[src/rtl/deserializador_pkg.sv]
// ---------------------------------------------------------------------------
// deserializador_pkg
// Definitions shared by the serial deserializer and its bit counter:
//   - des_state_t : receiver FSM states (IDLE, RECV)
//   - cnt_width() : bit-counter width for a given word width
// ---------------------------------------------------------------------------
package deserializador_pkg;

  typedef enum logic {
    IDLE = 1'b0,
    RECV = 1'b1
  } des_state_t;

  // Counter width able to index bits 0..bits-1. It is never narrower than 1 bit.
  function automatic int cnt_width(input int bits);
    if (bits > 1) begin
      return $clog2(bits);
    end else begin
      return 1;
    end
  endfunction

endpackage

[src/rtl/deserializador_serie_contador_bits.sv]
// ---------------------------------------------------------------------------
// contador_bits
// Counts the bits accepted in the current frame. It wraps to 0 after bit BITS-1.
// Ports:
//   clk, rst : clock, asynchronous active-high reset
//   clr      : frame restart. If en is also high, this bit counts as bit 0.
//   en       : a bit is accepted this cycle
//   tc       : terminal count. The next accepted bit is bit BITS-1.
// ---------------------------------------------------------------------------
module contador_bits
  import deserializador_pkg::*;
#(
  parameter int BITS = 4
) (
  input  logic clk,
  input  logic rst,
  input  logic clr,
  input  logic en,
  output logic tc
);

  localparam int CW = cnt_width(BITS);

  logic [CW-1:0] cnt_r;
  logic [CW-1:0] cnt_next_s;
  logic          tc_s;

  assign tc_s = (cnt_r == CW'(BITS - 1));
  assign tc   = tc_s;

  // Next-count selection: a restart has priority over a normal increment.
  always_comb begin
    cnt_next_s = cnt_r;
    if (clr) begin
      if (en) begin
        cnt_next_s = CW'(1);
      end else begin
        cnt_next_s = '0;
      end
    end else if (en) begin
      if (tc_s) begin
        cnt_next_s = '0;
      end else begin
        cnt_next_s = cnt_r + CW'(1);
      end
    end else begin
      cnt_next_s = cnt_r;
    end
  end

  // Counter register.
  always_ff @(posedge clk or posedge rst) begin
    if (rst) begin
      cnt_r <= '0;
    end else begin
      cnt_r <= cnt_next_s;
    end
  end

endmodule

[src/rtl/deserializador_serie.sv]
// ---------------------------------------------------------------------------
// deserializador_serie
// Rebuilds BITS-wide words from an LSB-first serial stream.
// Frames begin on start, and bits are qualified by bit_en.
// Each completed word goes into a one-word holding buffer with a valid/ready
// handshake. A sticky overrun flag records words dropped because the buffer
// was still full.
// Ports:
//   clk, rst : clock, asynchronous active-high reset
//   start    : frame start strobe. If bit_en is also high, that bit is bit 0.
//   bit_en   : sin carries a valid bit this cycle
//   sin      : serial data, LSB first
//   ready    : consumer takes dout this cycle
//   clr_ovr  : clears overrun. A new overrun in the same cycle wins.
//   dout     : assembled word (registered)
//   valid    : dout holds an unconsumed word (registered)
//   busy     : frame reception in progress (registered)
//   overrun  : sticky dropped-word flag (registered)
// ---------------------------------------------------------------------------
module deserializador_serie
  import deserializador_pkg::*;
#(
  parameter int BITS = 4
) (
  input  logic            clk,
  input  logic            rst,
  input  logic            start,
  input  logic            bit_en,
  input  logic            sin,
  input  logic            ready,
  input  logic            clr_ovr,
  output logic [BITS-1:0] dout,
  output logic            valid,
  output logic            busy,
  output logic            overrun
);

  des_state_t      state_r;
  des_state_t      state_next_s;
  logic            busy_r;
  logic            busy_next_s;
  logic [BITS-1:0] shreg_r;
  logic [BITS-1:0] word_s;
  logic [BITS-1:0] dout_r;
  logic [BITS-1:0] dout_next_s;
  logic            valid_r;
  logic            valid_next_s;
  logic            overrun_r;
  logic            overrun_next_s;
  logic            accept_s;
  logic            tc_s;
  logic            complete_s;
  logic            out_free_s;
  logic            ovr_set_s;

  // A bit counts when a frame is open or is being opened in this same cycle.
  assign accept_s   = bit_en && (start || (state_r == RECV));
  // A start always restarts the frame, so a bit taken with start is never the last bit.
  assign complete_s = accept_s && !start && tc_s;
  // The buffer can take a word if it is empty or is being emptied at this edge.
  assign out_free_s = !valid_r || ready;
  assign ovr_set_s  = complete_s && !out_free_s;
  assign word_s     = {sin, shreg_r[BITS-1:1]};

  contador_bits #(
    .BITS (BITS)
  ) u_contador_bits (
    .clk (clk),
    .rst (rst),
    .clr (start),
    .en  (accept_s),
    .tc  (tc_s)
  );

  // FSM state and busy registers.
  always_ff @(posedge clk or posedge rst) begin
    if (rst) begin
      state_r <= IDLE;
      busy_r  <= 1'b0;
    end else begin
      state_r <= state_next_s;
      busy_r  <= busy_next_s;
    end
  end

  // FSM next state. busy is precomputed so that it tracks RECV with no extra delay.
  always_comb begin
    state_next_s = state_r;
    case (state_r)
      IDLE: begin
        if (start) begin
          state_next_s = RECV;
        end else begin
          state_next_s = IDLE;
        end
      end
      RECV: begin
        if (start) begin
          state_next_s = RECV;
        end else if (complete_s) begin
          state_next_s = IDLE;
        end else begin
          state_next_s = RECV;
        end
      end
      default: state_next_s = IDLE;
    endcase
    busy_next_s = (state_next_s == RECV);
  end

  // Shift register: new bits enter at the MSB, so the first bit received ends up in bit 0.
  always_ff @(posedge clk or posedge rst) begin
    if (rst) begin
      shreg_r <= '0;
    end else if (accept_s) begin
      shreg_r <= word_s;
    end else begin
      shreg_r <= shreg_r;
    end
  end

  // Next value of the holding buffer, the handshake and the overrun flag.
  always_comb begin
    dout_next_s    = dout_r;
    valid_next_s   = valid_r;
    overrun_next_s = overrun_r;
    if (complete_s) begin
      if (out_free_s) begin
        dout_next_s  = word_s;
        valid_next_s = 1'b1;
      end else begin
        dout_next_s  = dout_r;
        valid_next_s = valid_r;
      end
    end else if (valid_r && ready) begin
      valid_next_s = 1'b0;
    end else begin
      valid_next_s = valid_r;
    end
    if (ovr_set_s) begin
      overrun_next_s = 1'b1;
    end else if (clr_ovr) begin
      overrun_next_s = 1'b0;
    end else begin
      overrun_next_s = overrun_r;
    end
  end

  // Output registers.
  always_ff @(posedge clk or posedge rst) begin
    if (rst) begin
      dout_r    <= '0;
      valid_r   <= 1'b0;
      overrun_r <= 1'b0;
    end else begin
      dout_r    <= dout_next_s;
      valid_r   <= valid_next_s;
      overrun_r <= overrun_next_s;
    end
  end

  assign dout    = dout_r;
  assign valid   = valid_r;
  assign busy    = busy_r;
  assign overrun = overrun_r;

endmodule

[config.mk]
export PLATFORM = sky130hd
export DESIGN_NAME = deserializador_serie
export DESIGN_NICKNAME = d
export VERILOG_FILES = /design/src/rtl/deserializador_pkg.sv /design/src/rtl/deserializador_serie_contador_bits.sv /design/src/rtl/deserializador_serie.sv
export SDC_FILE = /design/constraint.sdc
export NUM_CORES = 1
export LEC_CHECK = 0
export ABC_AREA = 1
export CORE_MARGIN = 8
export CORE_UTILIZATION = 40
export CTS_BUF_LIST = sky130_fd_sc_hd__clkbuf_16
export DETAILED_ROUTE_END_ITERATION = 10
export PLACE_DENSITY = 0.73
export SYNTH_ARGS = -nofsm -noshare
export SYNTH_HDL_FRONTEND = slang
export SYNTH_SLANG_ARGS = --single-unit
[constraint.sdc]
create_clock -name clk -period 1.15 [get_ports clk]
set_clock_uncertainty 0.1 [all_clocks]
set_input_delay 0.1725 -clock clk [delete_from_list [all_inputs] [get_ports clk]]
set_output_delay 0.1725 -clock clk [all_outputs]
set_load 0.01 [all_outputs]
=== Yosys cells after proc, flatten, opt, wreduce, memory -nomap -nowiden ===
Cells that the tools add are included.

* Logic and storage cells: 38
* Bits in registers: 13
* Bits of input ports: 7
* Output and inout port bits: 7

* Add/sub/neg operators: 1
* Reduce and logical (&&, ||, !) cells: 15
* Mux-type cells: 13
* Bitwise logic cells: 1
* Equality and inequality tests: 2

{| class="wikitable"
|+ Operators by type and width
! operator !! number
|-
| 2-to-1 mux 1 bit || 9
|-
| 2-to-1 mux 2 bit || 3
|-
| nonzero test 2 bit || 3
|-
| logical AND 1 bit || 5
|-
| AND reduction 2 bit || 2
|-
| logical NOT 1 bit || 3
|-
| adder 2 x 1 -> 2 bit, second input constant || 1
|-
| equality test 2 bit, second input constant || 1
|-
| logical OR 1 bit || 2
|-
| != test 2 x 1 -> 1 bit, second input constant || 1
|-
| case mux 1 bit (2 select lines) || 1
|-
| NOT 1 bit || 1
|}

=== Depth between registers and ports, before layout ===
Gate-level depths: netlist (run 1).

* Depth in word-level cells: 7
* Depth in mapped cells: 5
* Gate-level depth less buffers: 5

=== By module ===
A second synthesis (run 1) with hierarchy kept.

* Cells, all modules: 61
* Area total of the unflattened synthesis: 558.0 um2

{| class="wikitable"
|+ By module, submodules not included
! module !! cells each !! instances !! sequential area each (um2) !! area an instance (um2)
|-
| deserializador_serie || 47 || 1 || 250.2 || 451.7
|-
| contador_bits || 14 || 1 || 50.0 || 106.4
|}

=== Least setup slack after synthesis (run 1) ===
No wires, ideal clock.

* Path kind: reg-to-reg
* Start point: register u_contador_bits.cnt_r[0]
* End point: register dout_r[0], in the netlist dout[0]
* Stages on the path, launching flop included: 5
* Setup time: 0.121 ns
* Arrival time: 0.881 ns
* Setup slack: 0.047 ns
* Path through: dfrtp_1 -> ha_1 -> nand4_2 -> o21bai_1 -> nand2_1

* Longest elaborated chain between the ends: 3

{| class="wikitable"
|+ Ends and longest elaborated chain
! what !! line !! source
|-
| start, declared || deserializador_serie_contador_bits.sv:24 || <nowiki>logic [CW-1:0] cnt_r;</nowiki>
|-
| start signal, assigned || deserializador_serie_contador_bits.sv:56 || <nowiki>cnt_r <= cnt_next_s;</nowiki>
|-
| equality test 2 bit || deserializador_serie_contador_bits.sv:28 || <nowiki>assign tc_s = (cnt_r == CW'(BITS - 1));</nowiki>
|-
| logical AND 1 bit || deserializador_serie.sv:59 || <nowiki>assign complete_s = accept_s && !start && tc_s;</nowiki>
|-
| AND reduction 2 bit (no source line) || n/a ||
|-
| end signal, assigned || deserializador_serie.sv:156 || <nowiki>dout_r <= dout_next_s;</nowiki>
|-
| end, declared || deserializador_serie.sv:44 || <nowiki>logic [BITS-1:0] dout_r;</nowiki>
|}

Every way passes these cells.
A chain may end at the register's enable or synchronous reset.

=== Final worst setup path (run 1) ===
* Start point: register u_contador_bits.cnt_r[0]
* End point: register dout_r[1], in the netlist dout[1]

The elaborated chain is that of the path after synthesis.

==> impl_metrics.ini, run 1 <==
[clock_network]
clk_pin_slew_worst_paths_ps = 40
clock_sinks = 12
cts-root-buf = clkbuf_16
cts_hold_buf = 0
ctsHtreeMaxLevel = 1
ctsLongestPathBuffers = 2
cts_buffers = 3
cts_tree = built
insertion_delay_ps = 240

[floorplan]
dieArea_mm2 = 0.00277
die_h_um = 52.7
initial_core_util_pct = 41.9
dieWidth_um = 52.7
rows = 13
core_area_mm2 = 0.00128
ios = 14

[setup_path]
reg2regPathDepth = 4
endpoint_kind = flip-flop
crit_type = flip-flop to flip-flop
crit_chain = ha_4 -> nand4_4 -> o21bai_1 -> nand2_1
cpMaxStageDelayCell = dfrtp_1
slowest_delay_ps = 400
critPathLaunchType = flip-flop
crit_fanout = 6
cp_data_arrival_time_ps = 1160
cp.required_ps = 1170

[sta]
hold_violations = 0
fin_crit_ps = 1130
rsz0062_at_grt = yes
slew_violations = 0
fin_ws_ps = 15.7
whs_ps = 119
finalSetupViolCount = 0
fin_crit_sh_pct = 98.6
setup_tns_ps = 0
tightest_slew_ps = 275
timing.fmax_mhz = 882
relSlewSlack_pct = 81.6

[routing]
vias = 464
postRouteAntennaNets = 0
drt_iter0_markers = 8
routed_wl_mm = 1.22
wl_per_cell_um = 12.3
drc = 0
via_per_inst = 4.69
dr.pass1.iters = 3

[synth]
synthDistinctLibCells = 15
synth_flop_cell = dfrtp_1
ys_async_sr_fraction_pct = 100
ys_seq_elements = 12
synth_top_cells_by_count = 12 x dfrtp_1, 12 x nand2_1, 10 x inv_1
synth.largest_area_cell = dfrtp_1
synth_top_area_share_pct = 55.8
syn_area_per_cell_um2 = 8.97
synth-seq-area-share_pct = 55.8
netlist_area_um2 = 538
yosys-top-cells-area = dfrtp_1 56%, nand2_1 8.4%, inv_1 7.0%
synth_nets = 68
synth-edff-count = 0
yosysWarnings = 0
synthCells = 60

[global_route]
grt_pass1_wl_mm = 2.05
grt_pass1_vias = 461
grt_overflow = 0
antenna_found_initial = 0
grt_max_degree = 13
grtUsageTotal_pct = 10.3

[placed_design]
io_buffer_count = 13
place_area_um2 = 732
dp.final_hpwl_um = 866
gp_congestion = 0.763
dpl_worst_slack_ps = -251
dp.cells = 94

[power_and_ir_drop]
p_comb_share_pct = 24.2
power_switching_w = 0.000414
power_leakage_nw = 0.424
seq_power_share_pct = 36.3
p_int_w = 0.00118
power_switching_share_pct = 25.9
max-vdd-ir-drop_uv = 1010
p_clk_share_pct = 39.5
powerDensity_mw_per_mm2 = 1870

[cells_and_area]
design_area_um2 = 857
nFillCells = 93
antenna_cells = 0
drive_gt1_share_pct = 25.0
layout.nets = 93
area_delta_synth_final_pct = 59.3
final_cells = 99

[status]
run_status = finished, final reports clean

[run]
max_cap_violations = 0

[hold_path]
hold_class = input pin to async pin
sequential cells by signal, summed over array words and instances (netlist names):
name and count:
valid 1, u_contador_bits.cnt_r 2, overrun 1, dout 4, busy 1, shreg_r 3
final timing paths:
kind / startpoint / to / slack, ps
hold / removal: rst / u_contador_bits.cnt_r[1] / 120
hold reg to reg: shreg_r[1] / shreg_r[1] / 390
max in group asynchronous: rst / busy / 660
min in group clk: start / busy / 210
setup / recovery: u_contador_bits.cnt_r[0] / dout[1] / 20
setup reg to reg: u_contador_bits.cnt_r[0] / dout[1] / 20
power by group through the flow:
stage          combinational (W)  clock (W)  sequential (W)
6_report                0.000387   0.000631        0.000581
2_1_floorplan           0.000151          0        0.000614
3_5_place_dp            0.000417          0        0.000581
5_1_grt                 0.000433   0.000665        0.000593
4_1_cts                 0.000393   0.000641        0.000578
3_3_place_gp            0.000412          0        0.000574
cell families after synthesis:
group,share of synthesized area [%]
compound gates,11.2
fa+ha+maj,2.33
buf+inv,8.37
flops,55.8
simple gates,22.3
per-layer routing:
layer | global-route usage (%) | up-vias | part of all wire (%)
li1 | - | 239 | -
met1 | 11.6 | 210 | 48
met2 | 15.6 | 12 | 42
met3 | 5.40 | 3 | 7.6
met4 | 5.17 | 0 | 1.9
met5 | 0 | - | 0
through the flow:
stage                     util (%)  power (W)
after floorplan                  -   0.000766
after global placement        57.0   0.000986
after detailed placement      57.0   0.000998
after CTS                     65.1    0.00161
after global routing          66.7    0.00169
final                         66.7    0.00160
timing repair:
action	in CTS	in global routing
setup endpoints to repair	11	8
gates resized for setup	21	6
pin swaps	4	4
setup buffers	0	1
cell usage in the layout (no fill, tap or decap), types with 2 or more instances in the layout:
| cell | Yosys | final |
|---|---|---|
| nand2_1 | 12 | 12 |
| clkdlybuf4s15_1 | 0 | 5 |
| clkdlybuf4s50_1 | 0 | 4 |
| buf_4 | 0 | 6 |
| nor2_1 | 4 | 4 |
| inv_2 | 2 | 2 |
| nand3_1 | 7 | 6 |
| dfrtp_1 | 12 | 11 |
| clkbuf_16 | 0 | 3 |
| dlymetal6s2s_1 | 0 | 2 |
| o21bai_1 | 4 | 4 |
| inv_1 | 10 | 10 |
critical path, delay by kind of cell, from the launching register on:
family / cells / cell delay, ps
DFF: 1 / 400
adders and majority gates: 1 / 180
AOI/OAI and AO/OA: 1 / 160
and+or+nand+nor: 2 / 170
area by class of cell:
| cell class | count | area, um^2 | area share, % |
|---|---|---|---|
| clock buffer | 3 | 75.1 | 8.76 |
| clock inverter | 1 | 3.75 | 0.438 |
| inverter | 12 | 45.0 | 5.26 |
| multi-input combinational | 36 | 231 | 27.0 |
| sequential | 12 | 302 | 35.2 |
| tap | 15 | 18.8 | 2.19 |
| timing repair buffer | 20 | 181 | 21.2 |
No activity file was read; power rests on OpenSTA's default activity.
==> run 2, diff against run 1 <==
--- a/config.mk
+++ b/config.mk
@@ -6,11 +6,12 @@
 export NUM_CORES = 1
 export LEC_CHECK = 0
 export ABC_AREA = 1
-export CORE_MARGIN = 8
-export CORE_UTILIZATION = 40
+export CORE_AREA = 8 8 45 47
 export CTS_BUF_LIST = sky130_fd_sc_hd__clkbuf_16
 export DETAILED_ROUTE_END_ITERATION = 10
-export PLACE_DENSITY = 0.73
+export DIE_AREA = 0 0 53 55
+export DONT_BUFFER_PORTS = 1
+export PLACE_DENSITY = 0.6
 export SYNTH_ARGS = -nofsm -noshare
 export SYNTH_HDL_FRONTEND = slang
 export SYNTH_SLANG_ARGS = --single-unit
==> impl_metrics.ini, run 2 (synthesis gave the netlist of run 1 again) <==
[status]
run_status = finished, final reports clean

[setup_path]
cp.required_ps = 1170
endpoint_kind = flip-flop
cp.depth = 4
crit_fanout = 6
reg2reg_setup_slack_ps = 20
reg2regPathDepth = 4
crit_type = flip-flop to flip-flop
crit_chain = ha_4 -> nand4_4 -> o21bai_1 -> nand2_1
slowest_delay_ps = 380
critPathLaunchType = flip-flop
r2r-start = u_contador_bits.cnt_r[1]
cpMaxStageDelayCell = dfrtp_1
cp_data_arrival_time_ps = 1150
crit_buf_inv = 0
worstReg2RegEnd = dout[3]
crit_family = flip-flops

[hold_path]
whs_endpoint = u_contador_bits.cnt_r[0]
hp-start = bit_en
hold_depth = 2
hold_class = input pin to flip-flop

[clock_network]
cts_tree = built
post_cts.repair.setup_buffers = 0
cts_buffers = 3
ctsHtreeMaxLevel = 1
clock_sinks = 12
clk_pin_slew_worst_paths_ps = 40
cts-root-buf = clkbuf_16
insertion_delay_ps = 230
ctsLongestPathBuffers = 2

[sta]
hold_violations = 0
tightest_slew_ps = 435
rsz0062_at_grt = yes
slew_violations = 0
relSlewSlack_pct = 71.0
fin_crit_sh_pct = 98.3
whs_ps = 31.7
timing.fmax_mhz = 885
finalSetupViolCount = 0
fin_crit_ps = 1130

[cells_and_area]
nFillCells = 132
antenna_cells = 0
layout.nets = 80
fin_util_pct = 53.2
final_common_cell = nand2_1
area_delta_synth_final_pct = 36.7
largest_reg_flops = 4
drive_gt1_share_pct = 20.0
final_cell_mix = 12 x nand2_1, 11 x dfrtp_1, 10 x inv_1

[floorplan]
core_area_mm2 = 0.00138
initial_core_util_pct = 38.9
die_h_um = 55
dieArea_mm2 = 0.00292
rows = 14
dieWidth_um = 53
ios = 14

[power_and_ir_drop]
power_switching_share_pct = 25.4
power_switching_w = 0.000371
power_leakage_nw = 0.345
p_clk_share_pct = 41.4
seq_power_share_pct = 43.2
p_comb_share_pct = 15.4
max-vdd-ir-drop_uv = 1010
powerDensity_mw_per_mm2 = 1980
p_int_w = 0.00109

[routing]
vias = 432
postRouteAntennaNets = 0
wl_per_cell_um = 13.0
drt_iter0_markers = 16
via_per_inst = 5.02
dr.pass1.iters = 4
drc = 0
routed_wl_mm = 1.12

[placed_design]
io_buffer_count = 0
dp.final_hpwl_um = 804
gp_congestion = 0.809

[global_route]
antenna_found_initial = 0
grtUsageTotal_pct = 8.68
grt_pass1_vias = 420
grt_overflow = 0
grt_max_degree = 13
grt_pass1_wl_mm = 1.81

[run]
max_cap_violations = 0
run 2: cell count changes in the layout (fill, tap and decap cells not counted), sizes merged:
cell,before,now
clkbuf,4,3
dlymetal6s2s,2,0
clkinv,1,0
clkdlybuf4s50,4,0
clkdlybuf4s15,5,0
buf,8,3
dlygate4sd3,0,4
run 2: worst max path at each step:
stage	startpoint	to	slack [ps]
2_1_floorplan	u_contador_bits.cnt_r[0]	dout[0]	50
3_3_place_gp	u_contador_bits.cnt_r[0]	dout[1]	-10
3_5_place_dp	u_contador_bits.cnt_r[0]	dout[3]	-40
4_1_cts	u_contador_bits.cnt_r[0]	dout[3]	3
5_1_grt	u_contador_bits.cnt_r[1]	dout[0]	-70
6_report	u_contador_bits.cnt_r[1]	dout[3]	20
run 2: power by group through the flow:
stage	clock network (W)	logic, W	registers (W)
finish	0.000603	0.000225	0.000630
global placement	0	0.000197	0.000630
CTS	0.000620	0.000215	0.000630
detailed placement	0	0.000194	0.000634
global route	0.000642	0.000264	0.000647
floorplan	0	0.000151	0.000614
run 2: metal layers:
metal	global-route usage, %	vias up	part of all wire, %	wire length [um]
met2	12.5	12	51	566
met1	10.0	205	41	457
li1	-	213	-	-
met5	0	-	0	0
met4	6.47	0	0.81	9
met3	3.74	2	7.4	83
run 2: cell type report:
cell class | instances | area (um^2) | area share, %
tap | 16 | 20.0 | 2.72
sequential | 12 | 302 | 41.0
timing repair buffer | 7 | 62.6 | 8.50
multi-input combinational | 36 | 231 | 31.5
clock buffer | 3 | 75.1 | 10.2
inverter | 12 | 45.0 | 6.12
run 2: repair_timing:
| action | CTS | global route |
|---|---|---|
| resized for setup | 3 | 4 |
| pin swaps | 0 | 10 |
| hold endpoints to repair | 16 | 0 |
| setup endpoints to repair | 4 | 8 |
| hold buffers | 4 | 0 |
| cloned | 0 | 0 |
run 2: through the flow:
stage | instances | cell area (um^2) | TNS (ps) | power, W | setup WS, ps
6_report | 86 | 736 | 0 | 0.00146 | 20.1
5_1_grt | 86 | 736 | -167 | 0.00155 | -66.2
4_1_cts | 86 | 712 | 0 | 0.00146 | 2.81
3_5_place_dp | 79 | 581 | -133 | 0.000828 | -42.2
3_3_place_gp | 79 | 581 | -18.4 | 0.000826 | -12.4
2_1_floorplan | 60 | 538 | 0 | 0.000766 | 47.5
==> run 3, diff against run 2 <==
--- a/config.mk
+++ b/config.mk
@@ -11,6 +11,7 @@
 export DETAILED_ROUTE_END_ITERATION = 10
 export DIE_AREA = 0 0 53 55
 export DONT_BUFFER_PORTS = 1
+export GPL_ROUTABILITY_DRIVEN = 0
 export PLACE_DENSITY = 0.6
 export SYNTH_ARGS = -nofsm -noshare
 export SYNTH_HDL_FRONTEND = slang
==> results of run 3 <==
Final layout, timing and power as in run 2 (identical DEF).
